## src/rtl/pwm_pkg.sv

```systemverilog
// Shared definitions for the PWM link (generator and duty measurement).
package pwm_pkg;

    localparam int PWM_DUTY_W  = 11;
    localparam int PWM_PER_W   = 12;
    localparam int PWM_TIMEOUT = 4096;

    typedef enum logic [1:0] {
        IDLE = 2'd0,
        HIGH = 2'd1,
        LOW  = 2'd2
    } pwm_meas_state_t;

endpackage

```

## src/rtl/pwm_edge_sync.sv

```systemverilog
// Two-flop synchronizer for the asynchronous PWM pin, plus one delay flop
// for edge detection. Level and edge flags are all taken from the
// synchronized side, so they are mutually consistent in every cycle.
module pwm_edge_sync (
    input  logic clk,
    input  logic rst_n,
    input  logic pwm_i,
    output logic lvl_o,
    output logic rise_o,
    output logic fall_o
);

    logic s1_q, s2_q, s3_q;

    // Shift the pin through s1 (metastability catch), s2 (stable) and s3 (previous level).
    always_ff @(posedge clk) begin
        if (!rst_n) begin
            s1_q <= 1'b0;
            s2_q <= 1'b0;
            s3_q <= 1'b0;
        end else begin
            s1_q <= pwm_i;
            s2_q <= s1_q;
            s3_q <= s2_q;
        end
    end

    assign lvl_o  = s2_q;
    assign rise_o = s2_q & ~s3_q;
    assign fall_o = ~s2_q & s3_q;

endmodule

```

## src/rtl/pwm_duty_meas.sv

```systemverilog
// Receive side of the PWM link: measures high time and rise-to-rise period
// of the incoming waveform and reports a line stuck high or low.
//
// Output strobe: vld is a valid-only pulse (no ready). It is high for exactly
// one clock whenever duty/period/stuck_hi/stuck_lo take new values; those
// outputs are stable in that cycle and hold until the next pulse. The
// consumer must sample them when vld is high or any time before the next one.
module pwm_duty_meas
    import pwm_pkg::*;
#(
    parameter int DUTY_W  = PWM_DUTY_W,
    parameter int PER_W   = PWM_PER_W,
    parameter int TIMEOUT = PWM_TIMEOUT
) (
    input  logic              clk,
    input  logic              rst_n,
    input  logic              PWM_in,
    output logic [DUTY_W-1:0] duty,
    output logic [PER_W-1:0]  period,
    output logic              vld,
    output logic              stuck_hi,
    output logic              stuck_lo,
    output logic [1:0]        state_dbg
);

    localparam int IDLE_W = $clog2(TIMEOUT);
    localparam logic [DUTY_W-1:0] DUTY_MAX  = '1;
    localparam logic [DUTY_W:0]   HI_MAX    = '1;
    localparam logic [PER_W-1:0]  PER_MAX   = '1;
    localparam logic [IDLE_W-1:0] IDLE_LAST = IDLE_W'(TIMEOUT - 1);

    logic lvl, rise, fall;

    pwm_edge_sync u_sync (
        .clk    (clk),
        .rst_n  (rst_n),
        .pwm_i  (PWM_in),
        .lvl_o  (lvl),
        .rise_o (rise),
        .fall_o (fall)
    );

    pwm_meas_state_t    state_q;
    logic [PER_W-1:0]   per_cnt_q;
    logic [DUTY_W:0]    hi_cnt_q;
    logic [IDLE_W-1:0]  idle_cnt_q;
    logic [DUTY_W-1:0]  duty_q;
    logic [PER_W-1:0]   period_q;
    logic               vld_q;
    logic               stuck_hi_q;
    logic               stuck_lo_q;

    logic [PER_W-1:0]   per_inc;
    logic [DUTY_W:0]    hi_inc;
    logic [DUTY_W-1:0]  duty_sat;
    logic [IDLE_W-1:0]  idle_cnt_d;
    logic               any_edge;
    logic               timeout_hit;

    // Saturating increments, duty clamp and the edge-starved timeout detector.
    always_comb begin
        any_edge    = rise | fall;
        per_inc     = (per_cnt_q == PER_MAX) ? per_cnt_q : per_cnt_q + PER_W'(1);
        hi_inc      = (hi_cnt_q == HI_MAX) ? hi_cnt_q : hi_cnt_q + (DUTY_W+1)'(1);
        duty_sat    = (hi_cnt_q > {1'b0, DUTY_MAX}) ? DUTY_MAX : hi_cnt_q[DUTY_W-1:0];
        idle_cnt_d  = any_edge ? '0 :
                      (idle_cnt_q == IDLE_LAST) ? idle_cnt_q : idle_cnt_q + IDLE_W'(1);
        // An edge in the same cycle always wins over the timeout.
        timeout_hit = !any_edge && (idle_cnt_q == IDLE_LAST) && !stuck_hi_q && !stuck_lo_q;
    end

    // Measurement FSM with counters and registered outputs.
    always_ff @(posedge clk) begin
        if (!rst_n) begin
            state_q    <= IDLE;
            per_cnt_q  <= '0;
            hi_cnt_q   <= '0;
            idle_cnt_q <= '0;
            duty_q     <= '0;
            period_q   <= '0;
            vld_q      <= 1'b0;
            stuck_hi_q <= 1'b0;
            stuck_lo_q <= 1'b0;
        end else begin
            vld_q      <= 1'b0;
            idle_cnt_q <= idle_cnt_d;
            if (timeout_hit) begin
                // No edges for TIMEOUT clocks: report 0% or 100% and rearm from IDLE.
                state_q  <= IDLE;
                period_q <= '0;
                vld_q    <= 1'b1;
                if (lvl) begin
                    duty_q     <= DUTY_MAX;
                    stuck_hi_q <= 1'b1;
                end else begin
                    duty_q     <= '0;
                    stuck_lo_q <= 1'b1;
                end
            end else begin
                case (state_q)
                    IDLE: begin
                        // The first rise only starts a measurement; the partial period before it is dropped.
                        if (rise) begin
                            per_cnt_q <= PER_W'(1);
                            hi_cnt_q  <= (DUTY_W+1)'(1);
                            state_q   <= HIGH;
                        end
                    end
                    HIGH: begin
                        per_cnt_q <= per_inc;
                        if (fall) begin
                            state_q <= LOW;
                        end else begin
                            hi_cnt_q <= hi_inc;
                        end
                    end
                    LOW: begin
                        if (rise) begin
                            duty_q     <= duty_sat;
                            period_q   <= per_cnt_q;
                            vld_q      <= 1'b1;
                            stuck_hi_q <= 1'b0;
                            stuck_lo_q <= 1'b0;
                            per_cnt_q  <= PER_W'(1);
                            hi_cnt_q   <= (DUTY_W+1)'(1);
                            state_q    <= HIGH;
                        end else begin
                            per_cnt_q <= per_inc;
                        end
                    end
                    default: state_q <= IDLE;
                endcase
            end
        end
    end

    assign duty      = duty_q;
    assign period    = period_q;
    assign vld       = vld_q;
    assign stuck_hi  = stuck_hi_q;
    assign stuck_lo  = stuck_lo_q;
    assign state_dbg = state_q;

endmodule
```

## config.mk

```make
export PLATFORM = sky130hd
export DESIGN_NAME = pwm_duty_meas
export DESIGN_NICKNAME = d
export VERILOG_FILES = /design/src/rtl/pwm_pkg.sv /design/src/rtl/pwm_edge_sync.sv /design/src/rtl/pwm_duty_meas.sv
export SDC_FILE = /design/constraint.sdc
export NUM_CORES = 1
export LEC_CHECK = 0
export ABC_AREA = 1
export CAP_MARGIN = 20
export CORE_ASPECT_RATIO = 0.75
export CORE_UTILIZATION = 55
export CTS_CLUSTER_DIAMETER = 30
export DETAILED_ROUTE_END_ITERATION = 10
export DONT_BUFFER_PORTS = 1
export PLACE_DENSITY = 0.73
export SLEW_MARGIN = 20
export SYNTH_ARGS = -nofsm -noshare
export SYNTH_HDL_FRONTEND = slang
export SYNTH_SLANG_ARGS = --single-unit
```

## constraint.sdc

```tcl
create_clock -name clk -period 1.6 [get_ports clk]
set_input_delay 0.08 -clock clk [delete_from_list [all_inputs] [get_ports clk]]
set_output_delay 0.08 -clock clk [all_outputs]
set_load 0.1 [all_outputs]
```

==> out/metrics.cfg <==
[outcome]
status = finished, violations left
violations = hold timing, setup timing

[cells_and_area]
diodes = 0
regArea_um2 = 1373
final_core_util_pct = 86.55
final_nets = 646
syn2layout_area_growth_pct = 48.22
drive_gt1_share_pct = 37.25
fillCellCount = 315
multi_input_area_um2 = 2165
final_area_um2 = 5146

[route]
num_vias = 4178
antenna_left = 0
wl_met2_um = 5425
drt_iter0_drc = 454
met1Wirelength_um = 5085
drc = 0
via_per_inst = 5.827
top_layer = met4
drt_first_pass_iters = 6
wl_met3_um = 1173
avgRoutedWirePerCell_um = 16.69
wl_um = 11970

[placement]
place.gp.congestion = 0.9822
io_buffers = 0
placed_area_um2 = 4299
place_hpwl_um = 7013

[synth]
ys_types = 33
synth_ff_type = dfxtp_1
yosysMostFrequentCell = nand2_1
async_flop_share_pct = 0
synth_area_um2 = 3472
syn_nets = 524
yosysSeqAreaShare_pct = 38.63
synthTopCellsByCount = 137 x nand2_1, 67 x dfxtp_1, 60 x inv_1
synth_seq_cells = 67
synth_warnings = 0
synth_top_area_share_pct = 38.63
synth_edf_count = 0
synth_area_leader_cell = dfxtp_1
yosys-top-cells-area = dfxtp_1 39%, nand2_1 15%, a21oi_1 7.2%
avgSynthCellArea_um2 = 6.781
synth_cells = 512

[global_routing]
grt.total_usage_pct = 32.41
first_global_vias = 3618
grt_pass1_wl_um = 16640
overflow = 0
antenna_found_initial = 0
grt_max_degree = 24

[floorplan]
die_area_um2 = 6638
num_rows = 24
start_util_pct = 58.40
core_um2 = 5946
io_pins = 31
fp.dieW_um = 93.75
die-height_um = 70.81

[critical_path]
cp-end-kind = register
crit_top_cell = inv_2
critPathKind = reg2reg
critPathMaxStageDelay_ns = 0.34
rrSetupSlack_ns = -0.11
cp_max_fo = 5
cp_cell_sequence = inv_2 -> ha_4 -> nand2_2 -> inv_2 -> nand4_4 -> buf_12 -> nand3_4 -> buf_4 -> nand2_1 -> a21oi_1
slowest_stage = dfxtp_2
worstPathRequired_ns = 1.88
worstPathArrival_ns = 1.99
crit_path_start_kind = register

[clocking]
numClockSinks = 67
clockRootBuffer = clkbuf_8
cts_tree = built
clock_latency_ns = 0.37
cts_buffers = 9
holdBufCountCts = 4
clk_pin_slew_worst_paths_ns = 0.08
h-tree-depth = 3
clockBufferDepth = 2

[timing]
rsz0062_at_grt = yes
whs_ns = -0.1806
final-hold-violation-count = 15
fmax_mhz = 583.4
worst_pin_slew_ns = 0.8519
maxSlewHeadroom_pct = 43.14
fin_worst_skew_ns = 0.008661
setup_viol = 33
fin_crit_sh_pct = 107.1
fin_crit_ns = 1.714
fin_ws_ns = -0.1140
maxSlewViolCount = 0

[run]
drv_cap = 0

[pwr]
ir_drop_mv = 1.107
power_mw = 5.967
p_leak_nw = 2.319
power.density_nw_per_um2 = 1160

[hold_path]
worstHoldPathType = in2reg

[stage by stage]
stage	setup TNS, ns	setup WS, ns	cells	hold WS, ns
floorplan	-1.213	-0.1253	512	0.1776
global placement	-0.8639	-0.06902	676	0.1822
detailed placement	-3.088	-0.1411	676	0.1944
CTS	-0.1078	-0.02592	703	-0.1888
global route	-3.866	-0.1728	717	-0.1889
finish	-1.154	-0.1140	717	-0.1806
[state kept, by name, summed over array words and instances, names as in the netlist, 2 cells and up]
signal	cells
per_cnt_q	12
idle_cnt_q	12
duty	11
hi_cnt_q	12
state_dbg	2
period	12
[critical path, delay by kind of cell, from the launching register on]
kind / cells / cell delay, ns
buf+inv: 4 / 0.44
simple gates: 4 / 0.37
flops: 1 / 0.34
fa+ha+maj: 1 / 0.27
compound gates: 1 / 0.19
[metal layers]
metal,global-route usage [%],vias up
li1,-,1918
met1,43.68,1967
met2,49.07,251
met3,10.54,42
met4,10.60,0
met5,0,-
[where the power goes]
group          leakage (nW)  internal, mW  total (mW)  switching [mW]
registers             0.551          1.80        1.93           0.129
clock network         0.116         0.969        1.70           0.732
logic                  1.65         0.938        2.33            1.40
[cells by family (layout without fill, tap and decap cells)]
group           Yosys count  in the layout  share of synthesized area (%)
xor+xnor                  5              5                          1.261
fa+ha+maj                 9              9                          3.243
buf+inv                  77            203                          9.045
compound gates           94             94                          14.67
flops                    67             67                          38.63
simple gates            260            261                          33.15
[cells in the final DEF (no fill, tap or decap), types with 3 or more instances in the layout]
cell           synthesis  final
inv_2                  0      5
nand4_1               12     12
ha_4                   0      6
nand2_4                1      3
clkbuf_8               0     11
o21ai_1                5      4
inv_1                 60     50
o21ai_4                0      3
dfxtp_2                0     13
dlygate4sd3_1          0      4
nor3_1                 5      4
nand2_2                0     15
nand3_2                2      8
nor2_4                 0      3
dfxtp_1               67     50
nand4_4                2      3
nor2_1                55     49
dfxtp_4                0      4
inv_4                  0      3
nor2_2                 4      7
inv_6                  0      3
o21ai_2                3     11
xor2_1                 3      3
nand2_1              137    119
nand3_1               36     28
a21oi_1               50     46
buf_6                  2     16
buf_4                  1    105
a21oi_2                0      4
o21ai_0               26     16
[layout make-up]
type | count | share of cell area, %
sequential | 67 | 26.67
inverter | 60 | 4.741
tap | 78 | 1.896
clock buffer | 11 | 2.942
multi-input combinational | 369 | 42.06
timing repair buffer | 127 | 20.08
clock inverter | 5 | 1.605
[path summary, 6_finish.rpt]
| check | startpoint | to | depth (start not counted) |
|---|---|---|---|
| setup / recovery | u_sync.lvl_o | per_cnt_q[11] | 10 |
| hold / removal | rst_n | duty[7] | 2 |
| setup reg to reg | u_sync.lvl_o | per_cnt_q[11] | 10 |
| hold reg to reg | period[4] | period[4] | 2 |
[repair_timing]
item / in CTS / in global routing
pin swaps: 8 / 29
buffers inserted: 7 / 12
setup endpoints to repair: 41 / 50
gates cloned: 0 / 2
resized for setup: 37 / 84
endpoints found under the hold margin: 24 / 15
No activity file was read; power rests on OpenSTA's default activity.
